==> config.mk <==
export PLATFORM = sky130hd
export DESIGN_NAME = sipo_frame_ctrl
export DESIGN_NICKNAME = d
export VERILOG_FILES = /design/src/rtl/sipo_frame_ctrl.sv
export SDC_FILE = /design/constraint.sdc
export NUM_CORES = 1
export LEC_CHECK = 0
export ABC_AREA = 1
export CAP_MARGIN = 15
export CELL_PAD_IN_SITES_DETAIL_PLACEMENT = 0
export CELL_PAD_IN_SITES_GLOBAL_PLACEMENT = 1
export CORE_UTILIZATION = 36
export CTS_CLUSTER_DIAMETER = 60
export CTS_CLUSTER_SIZE = 24
export DETAILED_ROUTE_END_ITERATION = 6
export GPL_TIMING_DRIVEN = 0
export HOLD_SLACK_MARGIN = 0.05
export PLACE_DENSITY_LB_ADDON = 0.12
export SYNTH_ARGS = -nofsm -noshare
export SYNTH_HDL_FRONTEND = slang
export SYNTH_SLANG_ARGS = --single-unit
==> constraint.sdc <==
create_clock -name clk -period 1.7 [get_ports clk]
set_input_delay 0.255 -clock clk [delete_from_list [all_inputs] [get_ports clk]]
set_output_delay 0.255 -clock clk [all_outputs]
set_load 0.005 [all_outputs]
==> src/rtl/sipo_frame_ctrl.sv <==
// sipo_frame_ctrl: frame-aligned, counted serial-to-parallel capture with a one-word valid/ready holding buffer
module sipo_frame_ctrl #(
  parameter int WIDTH = 8,
  parameter bit MSB_FIRST = 1'b1,
  parameter bit CONTINUOUS = 1'b1,
  localparam int CW = $clog2(WIDTH + 1)
) (
  input  logic             clk,
  input  logic             rst_n,
  input  logic             ser_d,
  input  logic             ser_valid,
  input  logic             frame_start,
  output logic [WIDTH-1:0] par_data,
  output logic             par_valid,
  input  logic             par_ready,
  output logic             overrun,
  input  logic             clr_overrun,
  output logic             busy,
  output logic [CW-1:0]    bit_cnt
);
  typedef enum logic {IDLE, SHIFT} state_t;
  state_t state;
  logic [WIDTH-1:0] sreg, base, nsh;
  logic [CW-1:0] cnt_nx;
  logic take, done, load;
  // a frame_start bit begins a fresh word, so the shift base is cleared
  always_comb begin
    take = ser_valid & ((state == SHIFT) | frame_start);
    base = frame_start ? '0 : sreg;
    nsh = MSB_FIRST ? {base[WIDTH-2:0], ser_d} : {ser_d, base[WIDTH-1:1]};
    cnt_nx = frame_start ? CW'(1) : bit_cnt + CW'(1);
    done = take & (cnt_nx == CW'(WIDTH));
    load = done & (~par_valid | par_ready);
  end
  assign busy = (state == SHIFT);
  always_ff @(posedge clk or negedge rst_n) begin
    if (!rst_n) begin
      state <= IDLE;
      sreg <= '0;
      bit_cnt <= '0;
      par_data <= '0;
      par_valid <= 1'b0;
      overrun <= 1'b0;
    end else begin
      if (frame_start) state <= SHIFT;
      else if (done && !CONTINUOUS) state <= IDLE;
      if (take) begin
        sreg <= nsh;
        bit_cnt <= done ? '0 : cnt_nx;
      end else if (frame_start) begin
        sreg <= '0;
        bit_cnt <= '0;
      end
      if (load) begin
        par_data <= nsh;
        par_valid <= 1'b1;
      end else if (par_ready) par_valid <= 1'b0;
      overrun <= (done & ~load) | (overrun & ~clr_overrun);
    end
  end
endmodule

[After elaboration in Yosys (flattened, before gate mapping)]
Index checks and enable logic that the tools add are counted.
Storage, ports and cells
  bits in registers: 22
  word-level logic and storage cells: 29
  input port bits: 7
  output and inout port bits: 15
Operators by class
  bitwise gates (word level): 11
  multiplexer cells: 8
  $add $sub $neg: 1
  reduce and logical (&&, ||, !) cells: 2
  eq/ne operators: 1
Operator list (number)
  two-way mux 4 bit: 4
  two-way mux 7 bit: 2
  AND 1 bit: 5
  adder 4 x 1 -> 4 bit, second input constant: 1
  == test 4 bit, second input constant: 1
  nonzero test 2 bit: 2
  inverter 1 bit: 3
  OR 1 bit: 3
  two-way mux 1 bit: 2

[Longest topological paths before layout]
Gate-level depths: netlist (run 1).
  word-level depth: 8
  depth in mapped cells: 9
  depth with buffers taken out: 9

[Worst setup path after synthesis (run 1)]
No wires, ideal clock.
  path kind: reg-to-reg
  start: reg bit_cnt[0]
  end: reg par_data[0]
  setup time: 0.117 ns
  setup slack: 0.233 ns
  stages on the path, launching flop included: 8
  required time: 1.583 ns
  arrival time: 1.351 ns
  cell sequence: dfrtp_1 ha_1 nor2_2 nand2_1 nor2_4 nand3_4 nand2_1 nand2_1
On the way
  cells in the longest elaborated chain, start to end: 5
RTL lines
  start: declaration: line 19  | output logic [CW-1:0] bit_cnt
  start signal: assignment: line 49  | bit_cnt <= done ? '0 : cnt_nx;
  adder 4 x 1 -> 4 bit: line 31  | cnt_nx = frame_start ? CW'(1) : bit_cnt + CW'(1);
  two-way mux 4 bit: line 31
  == test 4 bit: line 32  | done = take & (cnt_nx == CW'(WIDTH));
  AND 1 bit: line 32
  AND 1 bit: line 33  | load = done & (~par_valid | par_ready);
  end signal: assignment: line 55  | par_data <= nsh;
  end: declaration: line 13  | output logic [WIDTH-1:0] par_data,
Every way passes these cells.
A chain may end at the register's enable or synchronous reset.

[Worst setup path in the final report (run 1)]
  start: reg bit_cnt[0]
  end: reg par_data[2]
Same word-level chain as after synthesis.

==> impl_results.md, run 1 <==
* Sequential Area at about 550 µm²
* Vias per cell at 4.78
* Via count at approximately 840
* Placed Area at between 1000 and 1500 µm²
* Drt pass-1 iters at 4
* Synth warn at 0
* Clk_lat worst skew at 300 ps
* Fin Setup TNS at 0 ps
* Post-synth top area share at 0.527
* Final ANT Viol Nets at 0
* WP depth at 7
* Pin count of the biggest net entering global routing at 23
* Multi-input logic area at about 420 µm²
* H-tree Lvls at 1
* Static leakage at between 0.6 and 0.7 nW
* Initial Utilization at 0.379
* Startpoint types: flop
* Hold Path Class: input pin to async pin
* Final wirelength at 1960 µm
* Post-Layout Inst Area at between 1000 and 1500 µm²
* Peak Freq at 635 MHz
* Synth area leader: dfrtp_1
* Dpl hpwl at around 1500 µm
* Crit-path max FO at 8
* Clk_skew at 10.9 ps
* CP arrival at approximately 1800 ps
* Synthesized flop and latch total at 22
* Die height at 55.9 µm
* Slowest cell on the critical path: dfrtp_2
* Hold Buf Count CTS at 0
* Max-slew violation total from the final report at 0
* Die Footprint at about 3100 µm²
* Net Sw Frac at 0.259
* Gate count after technology mapping at about 120
* Worst EP required at approximately 1900 ps
* Initial antenna violation count at 0
* GRT Resource Usage Total at 0.140
* Synth Cell Area at ~1000 µm²
* Clk sinks at 22
* Clock network fraction of total power at 0.258
* Antenna Cells at 0
* Syn-to-layout area delta at 28.0%
* Critical Path Most Common Cell: nand2_1
* Remaining DRCs at 0
* Post-CTS Resized at 0
* Count leader, synth: nand2_1
* Status: finished, final reports clean
* RSZ-0062 raised after global routing: false
* Clock Tree Root: clkbuf_4
* Synth top area cells: dfrtp_1 (53%), nand2_1 (15%), nand3_1 (6.2%)
* Main flop type after synthesis: dfrtp_1
* Most frequent cells after synthesis: nand2_1 (42), dfrtp_1 (22), inv_1 (14)
* Buffers & Inverters on Critical Path at 0
* Internal at between 600 and 700 µW
* Num rows at 19
* Peak VDD IR at between 0.0005 and 0.0006 V
* Count of unique library cells instantiated by Yosys at 19
* Syn avg cell area at 8.78 µm²
* I/O Pins at 22
* Endpoint class of the critical path: flop
* Reg2reg path depth at 7
* GPL Wtd Cong at ~0.74
* Clk buf depth at 2
* Setup violators final at 0
* Setup bufs post-CTS at 0
* Core area at 2760 µm²
* Crit-path max cell delay at around 460 ps
* Ys async rst share at 1.00
* Final Cycle Share at 0.927
* Cts bufs inserted at 3
* Post-Syn Nets at 127
* Nets at around 150
* First-pass GRT wire length at between 3000 and 4000 µm
* Net Switching at ~240 µW
* Final Hold Fails at 0
* Worst-Margin Slew at just under 400 ps
* EDFF count, synth at 0
* Minimum clock period at ~1600 ps
* Fin util at 0.485
* Reg clk slew, reported paths at about 120 ps
* Fillers at roughly 290
* Initial drt markers at 11
* Slew margin rel. at 0.737
* Final hold slack at roughly 220 ps
* Power per Cell Area at a little under 700 nW/µm²
* Routed len/inst at 11.2 µm
* Buffers added on ports at 21
* Vias in the first global route at ~800
* Crit path cell chain: ha_1 > nor2_4 > nand2_1 > nor2_4 > nand3_4 > nand2_1 > nand2_1
* Die Width at around 56 µm
* Share of power burned in registers at 0.602
* Sequential share of the synthesized area at 0.527
* Combinational Power Share at 0.140
* Layout cells sized above 1 at 0.132
* Max cap viols at 0
* CP top delay family: simple AND/OR/NAND/NOR gates
* Critical path class: flop to flop
* Grt ovf at 0
* CTS tree: yes
-- per-stage QoR --
stage          std cells  total power [mW]  worst slack [ps]
2_1_floorplan        119             0.622               233
3_3_place_gp         171             0.680             -73.8
3_5_place_dp         171             0.680             -82.4
4_1_cts              174             0.922              58.0
5_1_grt              175             0.961              5.06
6_report             175             0.912               125
-- state kept, by name, summed over array words and instances, names as in the netlist --
name	cells
overrun	1
busy	1
par_valid	1
par_data	8
sreg	7
bit_cnt	4
-- layer usage --
layer,GRT usage,wire length [µm],part of all wire
met1,0.162,881,0.45
met4,0.0314,13,0.0066
met3,0.0488,69,0.035
met5,0,0,0
met2,0.248,991,0.51
-- placed cells by master, fill, tap and decap left out, drive strengths merged --
| cell type | instances |
|---|---|
| clkdlybuf4s50 | 21 |
| ha | 1 |
| dfrtp | 22 |
| nand3 | 15 |
| clkbuf | 3 |
| inv | 16 |
| nor2 | 7 |
| o22ai | 1 |
| nand2 | 43 |
| buf | 4 |
| nand4 | 1 |
| o21ai | 9 |
| xnor2 | 1 |
-- cell type report --
type                            count  share of cell area
Sequential cell                    22               0.413
Multi-Input combinational cell     78               0.315
Timing Repair Buffer               22               0.168
Inverter                           16              0.0468
Tap cell                           31              0.0290
Clock buffer                        3              0.0168
Buffer                              3              0.0112
-- worst paths after layout --
kind | startpoint | end | slack [ps]
max reg2reg | bit_cnt[0] | par_data[2] | 120
min | rst_n | bit_cnt[2] | 220
min reg2reg | par_data[1] | par_data[1] | 490
min in group clk | par_data[1] | par_data[1] | 490
max in group asynchronous | rst_n | par_data[3] | 1030
max | bit_cnt[0] | par_data[2] | 120
-- power by group through the flow --
| stage | logic, mW | clock network, mW | registers, mW |
|---|---|---|---|
| after global routing | 0.141 | 0.267 | 0.552 |
| final | 0.128 | 0.235 | 0.549 |
| after detailed placement | 0.121 | 0 | 0.559 |
| after CTS | 0.122 | 0.252 | 0.549 |
| after global placement | 0.120 | 0 | 0.559 |
| after floorplan | 0.0640 | 0 | 0.558 |
-- cells by family after synthesis --
logic type | count (synthesis) | synth area share
AOI/OAI and AO/OA | 10 | 0.0491
DFF | 22 | 0.527
xor gates and xnor gates | 1 | 0.00838
adders and majority gates | 1 | 0.0120
buffers and inverters | 19 | 0.0742
and+or+nand+nor | 66 | 0.329
(Power assumes the default switching activity.)
==> run 2: changes to the inputs <==
--- a/config.mk
+++ b/config.mk
@@ -16,6 +16,7 @@
 export GPL_TIMING_DRIVEN = 0
 export HOLD_SLACK_MARGIN = 0.05
 export PLACE_DENSITY_LB_ADDON = 0.12
+export SLEW_MARGIN = 25
 export SYNTH_ARGS = -nofsm -noshare
 export SYNTH_HDL_FRONTEND = slang
 export SYNTH_SLANG_ARGS = --single-unit
==> constraint.sdc (replaced) <==
create_clock -name clk -period 1.7 [get_ports clk]
set_input_delay 0.255 -clock clk [delete_from_list [all_inputs] [get_ports clk]]
set_output_delay 0.255 -clock clk [all_outputs]
set_load 0.01 [all_outputs]
==> run 2 against run 1 <==
Non-clock buffer count is the same. Via count grew 0.24%. Sequential share of layout area grew 0.31 points. Routed wire length shrank 0.31%. Combinational power is essentially flat. First-iteration DRC count shrank 9.1%. Largest cell class unchanged.
==> impl_results.md, run 2 (synthesized netlist as in run 1, its figures left out) <==
* Largest regs: par_data: 8 flops, sreg: 7 flops, bit_cnt: 4 flops
* GRT Resource Usage Total at 0.140
* First-pass GRT wire length at roughly 3400 µm
* Final hold slack at around 430 ps
* RSZ-0062 raised after global routing: false
* Clock Tree Root: clkbuf_4
* Hold Path Class: input pin to async pin
* Buffers added on ports at 21
* Clock network fraction of total power at 0.259
* DRT met1 WL at between 800 and 900 µm
* Drt pass-1 iters at 4
* Max-slew violation total from the final report at 0
* Final Cycle Share at 0.928
* Vias in the first global route at 803
* Internal at roughly 670 µW
* Num rows at 19
* Startpoint types: flop
* Pin count of the biggest net entering global routing at 23
* Setup violators final at 0
* Remaining DRCs at 0
* Peak VDD IR at roughly 0.00057 V
* Combinational Power Share at 0.140
* Net Switching at around 240 µW
* Clk buf depth at 2
* Final ANT Viol Nets at 0
* Dpl hpwl at about 1500 µm
* Clk_lat worst skew at 310 ps
* Max cap viols at 0
* Share of power burned in registers at 0.601
* Layout cells sized above 1 at 0.132
* Cts bufs inserted at 3
* Syn-to-layout area delta at 27.1%
* Worst EP required at about 1900 ps
* Routed len/inst at between 10 and 15 µm
* Commonest cells after routing, fill and taps aside: nand2_1 (42), dfrtp_1 (21), clkdlybuf4s50_1 (20)
* Grt ovf at 0
* Dpl cells at around 170
* Final worst slack at 123 ps
* Power per Cell Area at 688 nW/µm²
* Commonest non-fill, non-tap cell in the layout: nand2_1
* Via count at 839
* Peak Freq at between 600 and 700 MHz
* Die Width at 55.9 µm
* CTS tree: yes
* Final cell count without fillers at between 150 and 200
* Critical path class: flop to flop
* Nets at around 150
* Minimum clock period at around 1600 ps
* Final Hold Fails at 0
* I/O Pins at 22
* Endpoint class of the critical path: flop
* Fillers at slightly below 300
* Uppermost layer routed: met4
* GPL Wtd Cong at roughly 0.74
* Place WS at -82.4 ps
* Static leakage at between 0.6 and 0.7 nW
* Die height at about 56 µm
* Initial antenna violation count at 0
* Met2 WL at ~980 µm
* H-tree Lvls at 1
* CP arrival at about 1800 ps
* Final wirelength at slightly below 2000 µm
* Clk sinks at 22
* Initial Utilization at 0.379
* Die Footprint at 3120 µm²
* Core area at roughly 2800 µm²
* Antenna Cells at 0
* Flip-flop count of the largest register after layout at 8
* Initial drt markers at 10
* Slew margin rel. at 0.667
* Top reg by flops: par_data
* Vias per cell at approximately 4.8
* Met3 WL at 67 µm
* Reg clk slew, reported paths at 120 ps
* Worst-Margin Slew at around 500 ps
* Status: finished, final reports clean
* Clk_skew at around 11 ps
* Net Sw Frac at 0.263
* Crit-path max FO at 8
run 2: cell count changes in the layout (fill, tap and decap cells not counted):
cell / before / now
buf_2: 3 / 4
buf_8: 1 / 0
clkdlybuf4s50_1: 21 / 20
dlygate4sd3_1: 0 / 1
run 2: area by class of cell:
type | instances | area (µm²) | area share
sequential | 22 | 552 | 0.416
multi-input combinational | 78 | 422 | 0.318
timing repair buffer | 22 | 215 | 0.162
inverter | 16 | 62.6 | 0.0471
tap | 31 | 38.8 | 0.0292
clock buffer | 3 | 22.5 | 0.0170
buffer | 3 | 15.0 | 0.0113
run 2: metrics by stage:
stage / power, mW / utilization / TNS (ps) / area [µm²]
2_1_floorplan: 0.625 / - / 0 / 1040
3_3_place_gp: 0.683 / 0.469 / -573 / 1290
3_5_place_dp: 0.684 / 0.469 / -517 / 1290
4_1_cts: 0.926 / 0.477 / 0 / 1320
5_1_grt: 0.961 / 0.481 / 0 / 1330
6_report: 0.914 / 0.481 / 0 / 1330
run 2: worst paths after layout:
kind | start | endpoint | slack, ps | cells past startpoint
setup / recovery | bit_cnt[0] | par_data[2] | 120 | 7
hold / removal | rst_n | bit_cnt[2] | 430 | 2
setup reg to reg | bit_cnt[0] | par_data[2] | 120 | 7
hold reg to reg | par_data[1] | par_data[1] | 490 | 2
max in group asynchronous | rst_n | bit_cnt[0] | 920 | 2
min in group clk | par_data[1] | par_data[1] | 490 | 2
run 2: power groups by stage:
stage	clock [mW]	combinational [mW]	sequential, mW
CTS	0.252	0.125	0.549
finish	0.236	0.128	0.549
global placement	0	0.124	0.559
detailed placement	0	0.125	0.559
floorplan	0	0.0639	0.561
global route	0.267	0.141	0.552
run 2: repair_timing:
item / 4_1_cts / 5_1_grt
hold endpoints to repair: 0 / 22
hold buffers: 0 / 1
resized for setup: 0 / 2
setup buffers: 0 / 0
endpoints found under the setup margin: 0 / 8
run 2: layer usage:
layer  vias to the layer above  track usage
li1                        422            -
met1                       400        0.162
met2                        15        0.248
met3                         2       0.0488
met4                         0       0.0314
met5                         -            0
run 2: critical path, stage by stage (launching register included):
cell and delay [ps]:
dfrtp_2 460, ha_1 350, nor2_4 150, nand2_1 120
nor2_4 130, nand3_4 120, nand2_1 90, nand2_1 50
==> run 3: changes to the inputs <==
--- a/config.mk
+++ b/config.mk
@@ -9,7 +9,8 @@
 export CAP_MARGIN = 15
 export CELL_PAD_IN_SITES_DETAIL_PLACEMENT = 0
 export CELL_PAD_IN_SITES_GLOBAL_PLACEMENT = 1
-export CORE_UTILIZATION = 36
+export CORE_UTILIZATION = 38
+export CTS_BUF_LIST = sky130_fd_sc_hd__clkbuf_4
 export CTS_CLUSTER_DIAMETER = 60
 export CTS_CLUSTER_SIZE = 24
 export DETAILED_ROUTE_END_ITERATION = 6
==> run 3 against run 2 <==
Sequential cell count is the same. Fmax fell by 0.44%. Combinational power up 3%. Critical path type unchanged.
==> impl_results.md, run 3 (synthesized netlist as in run 1, its figures left out) <==
* Initial drt markers at 14
* Hold Path Class: input pin to async pin
* Num rows at 18
* CP arrival at ~1800 ps
* Final Cycle Share at 0.932
* Die Footprint at about 3000 µm²
* Pwr Total at 925 µW
* Vias in the first global route at 762
* Endpoint class of the critical path: flop
* Largest regs: par_data: 8 flops, sreg: 7 flops, bit_cnt: 4 flops
* Routed len/inst at around 11 µm
* Reg-to-Reg Start: bit_cnt[1]
* Grt ovf at 0
* RSZ-0062 raised after global routing: false
* H-tree Lvls at 1
* Pin count of the biggest net entering global routing at 23
* Syn-to-layout area delta at 27.4%
* Startpoint types: flop
* Vias per cell at around 4.8
* Met1 Use GR at 0.196
* Post-CTS Resized at 0
* Clk sinks at 22
* Core area at around 2500 µm²
* First-pass GRT wire length at 3250 µm
* Worst EP required at around 1900 ps
* Peak Freq at roughly 630 MHz
* Flip-flop count of the largest register after layout at 8
* Placed Area at roughly 1300 µm²
* I/O Pins at 22
* Minimum clock period at roughly 1600 ps
* Net Switching at about 250 µW
* Final wirelength at 2020 µm
* Share of power burned in registers at 0.591
* Commonest cells after routing, fill and taps aside: nand2_1 (42), dfrtp_1 (22), clkdlybuf4s50_1 (20)
* Crit path cell chain: ha_1 > nor2_2 > nand2_1 > nor2_4 > nand3_4 > nand2_1 > nand2_1
* GR Layer Usage met2 at 0.264
* Combinational Power Share at 0.143
* Status: finished, final reports clean
* Fin Setup TNS at 0 ps
* Post-Layout Inst Area at approximately 1300 µm²
* Slowest cell on the critical path: dfrtp_1
* Worst Setup SP: bit_cnt[1]
* Peak VDD IR at roughly 0.00050 V
* Top reg by flops: par_data
* Final Hold Fails at 0
* Worst-Margin Slew at about 500 ps
* Power per Cell Area at 695 nW/µm²
* Max cap viols at 0
* Cts bufs inserted at 3
* Static leakage at between 0.6 and 0.7 nW
* Dpl hpwl at approximately 1500 µm
* Setup violators final at 0
* Reg clk slew, reported paths at around 130 ps
* Antenna Cells at 0
* Clk_lat worst skew at about 300 ps
* Drt pass-1 iters at 4
* Clk_skew at approximately 6.4 ps
* Net Sw Frac at 0.266
* Commonest non-fill, non-tap cell in the layout: nand2_1
* Critical Path Most Common Cell: nand2_1
* GRT busiest layer: met2
* Die height at 54.4 µm
* Clock Tree Root: clkbuf_4
* GR Util met3 at 0.0333
* Max-slew violation total from the final report at 0
* Via count at around 840
* Internal at around 680 µW
* Nets at 155
* Crit-path max cell delay at between 400 and 500 ps
* Layout cells sized above 1 at 0.130
* Slew margin rel. at 0.661
* Clk buf depth at 2
* Critical path class: flop to flop
* Buffers & Inverters on Critical Path at 0
* Clock network fraction of total power at 0.267
* Initial antenna violation count at 0
* Remaining DRCs at 0
* Final ANT Viol Nets at 0
* Die Width at between 50 and 60 µm
* Crit-path max FO at 8
* Buffers added on ports at 21
* CTS tree: yes
* Initial Utilization at 0.411
* GRT Resource Usage Total at 0.158
* CP top delay family: simple AND/OR/NAND/NOR gates
* GPL Wtd Cong at between 0.7 and 0.8
==> run 3: cell types whose count changed in the layout (fill, tap and decap cells not counted) <==
cell / change
clkinv_1: +1
dfrtp_2: -1
nor2_2: +1
buf_4: +1
nor2_4: -1
dfrtp_1: +1
==> run 3: worst paths after layout <==
check                               to  slack (ps)  cells past startpoint
max                        par_data[1]         120                      7
min                         bit_cnt[3]         430                      2
max reg2reg                par_data[1]         120                      7
min reg2reg                par_data[4]         480                      2
max in group asynchronous  par_data[7]         920                      2
min in group clk           par_data[4]         480                      2
==> run 3: cell type report <==
cell class | instances | area, µm²
Multi-Input combinational cell | 78 | 417
Tap cell | 30 | 37.5
Inverter | 16 | 62.6
Timing Repair Buffer | 23 | 223
Buffer | 3 | 15.0
Fill cell | 251 | 1210
Clock inverter | 1 | 3.75
Sequential cell | 22 | 551
Clock buffer | 3 | 22.5
==> run 3: power by group through the flow <==
| stage | sequential [mW] | combinational [mW] | clock [mW] |
|---|---|---|---|
| finish | 0.546 | 0.132 | 0.247 |
| global route | 0.548 | 0.146 | 0.282 |
| CTS | 0.549 | 0.126 | 0.258 |
| detailed placement | 0.559 | 0.125 | 0 |
| global placement | 0.559 | 0.124 | 0 |
| floorplan | 0.561 | 0.0639 | 0 |
==> run 3: repair_timing <==
action	in CTS	in global routing
endpoints found under the hold margin	0	22
buffers inserted	0	1
hold buffers	0	1
setup endpoints to repair	0	2
==> run 3: per-layer routing <==
metal	wire length (µm)	part of all wire	vias up
met5	0	0	-
met4	13	0.0064	0
met3	63	0.031	2
met2	983	0.49	12
met1	962	0.48	397
li1	-	-	427
==> run 3: stage by stage <==
step	utilization	cells	hold WS (ps)	setup WS, ps
3_3_place_gp	0.508	170	456	-70.4
2_1_floorplan	-	119	-40.6	204
3_5_place_dp	0.508	170	459	-79.4
6_report	0.523	176	432	116
4_1_cts	0.518	174	489	78.8
5_1_grt	0.523	176	483	15.1
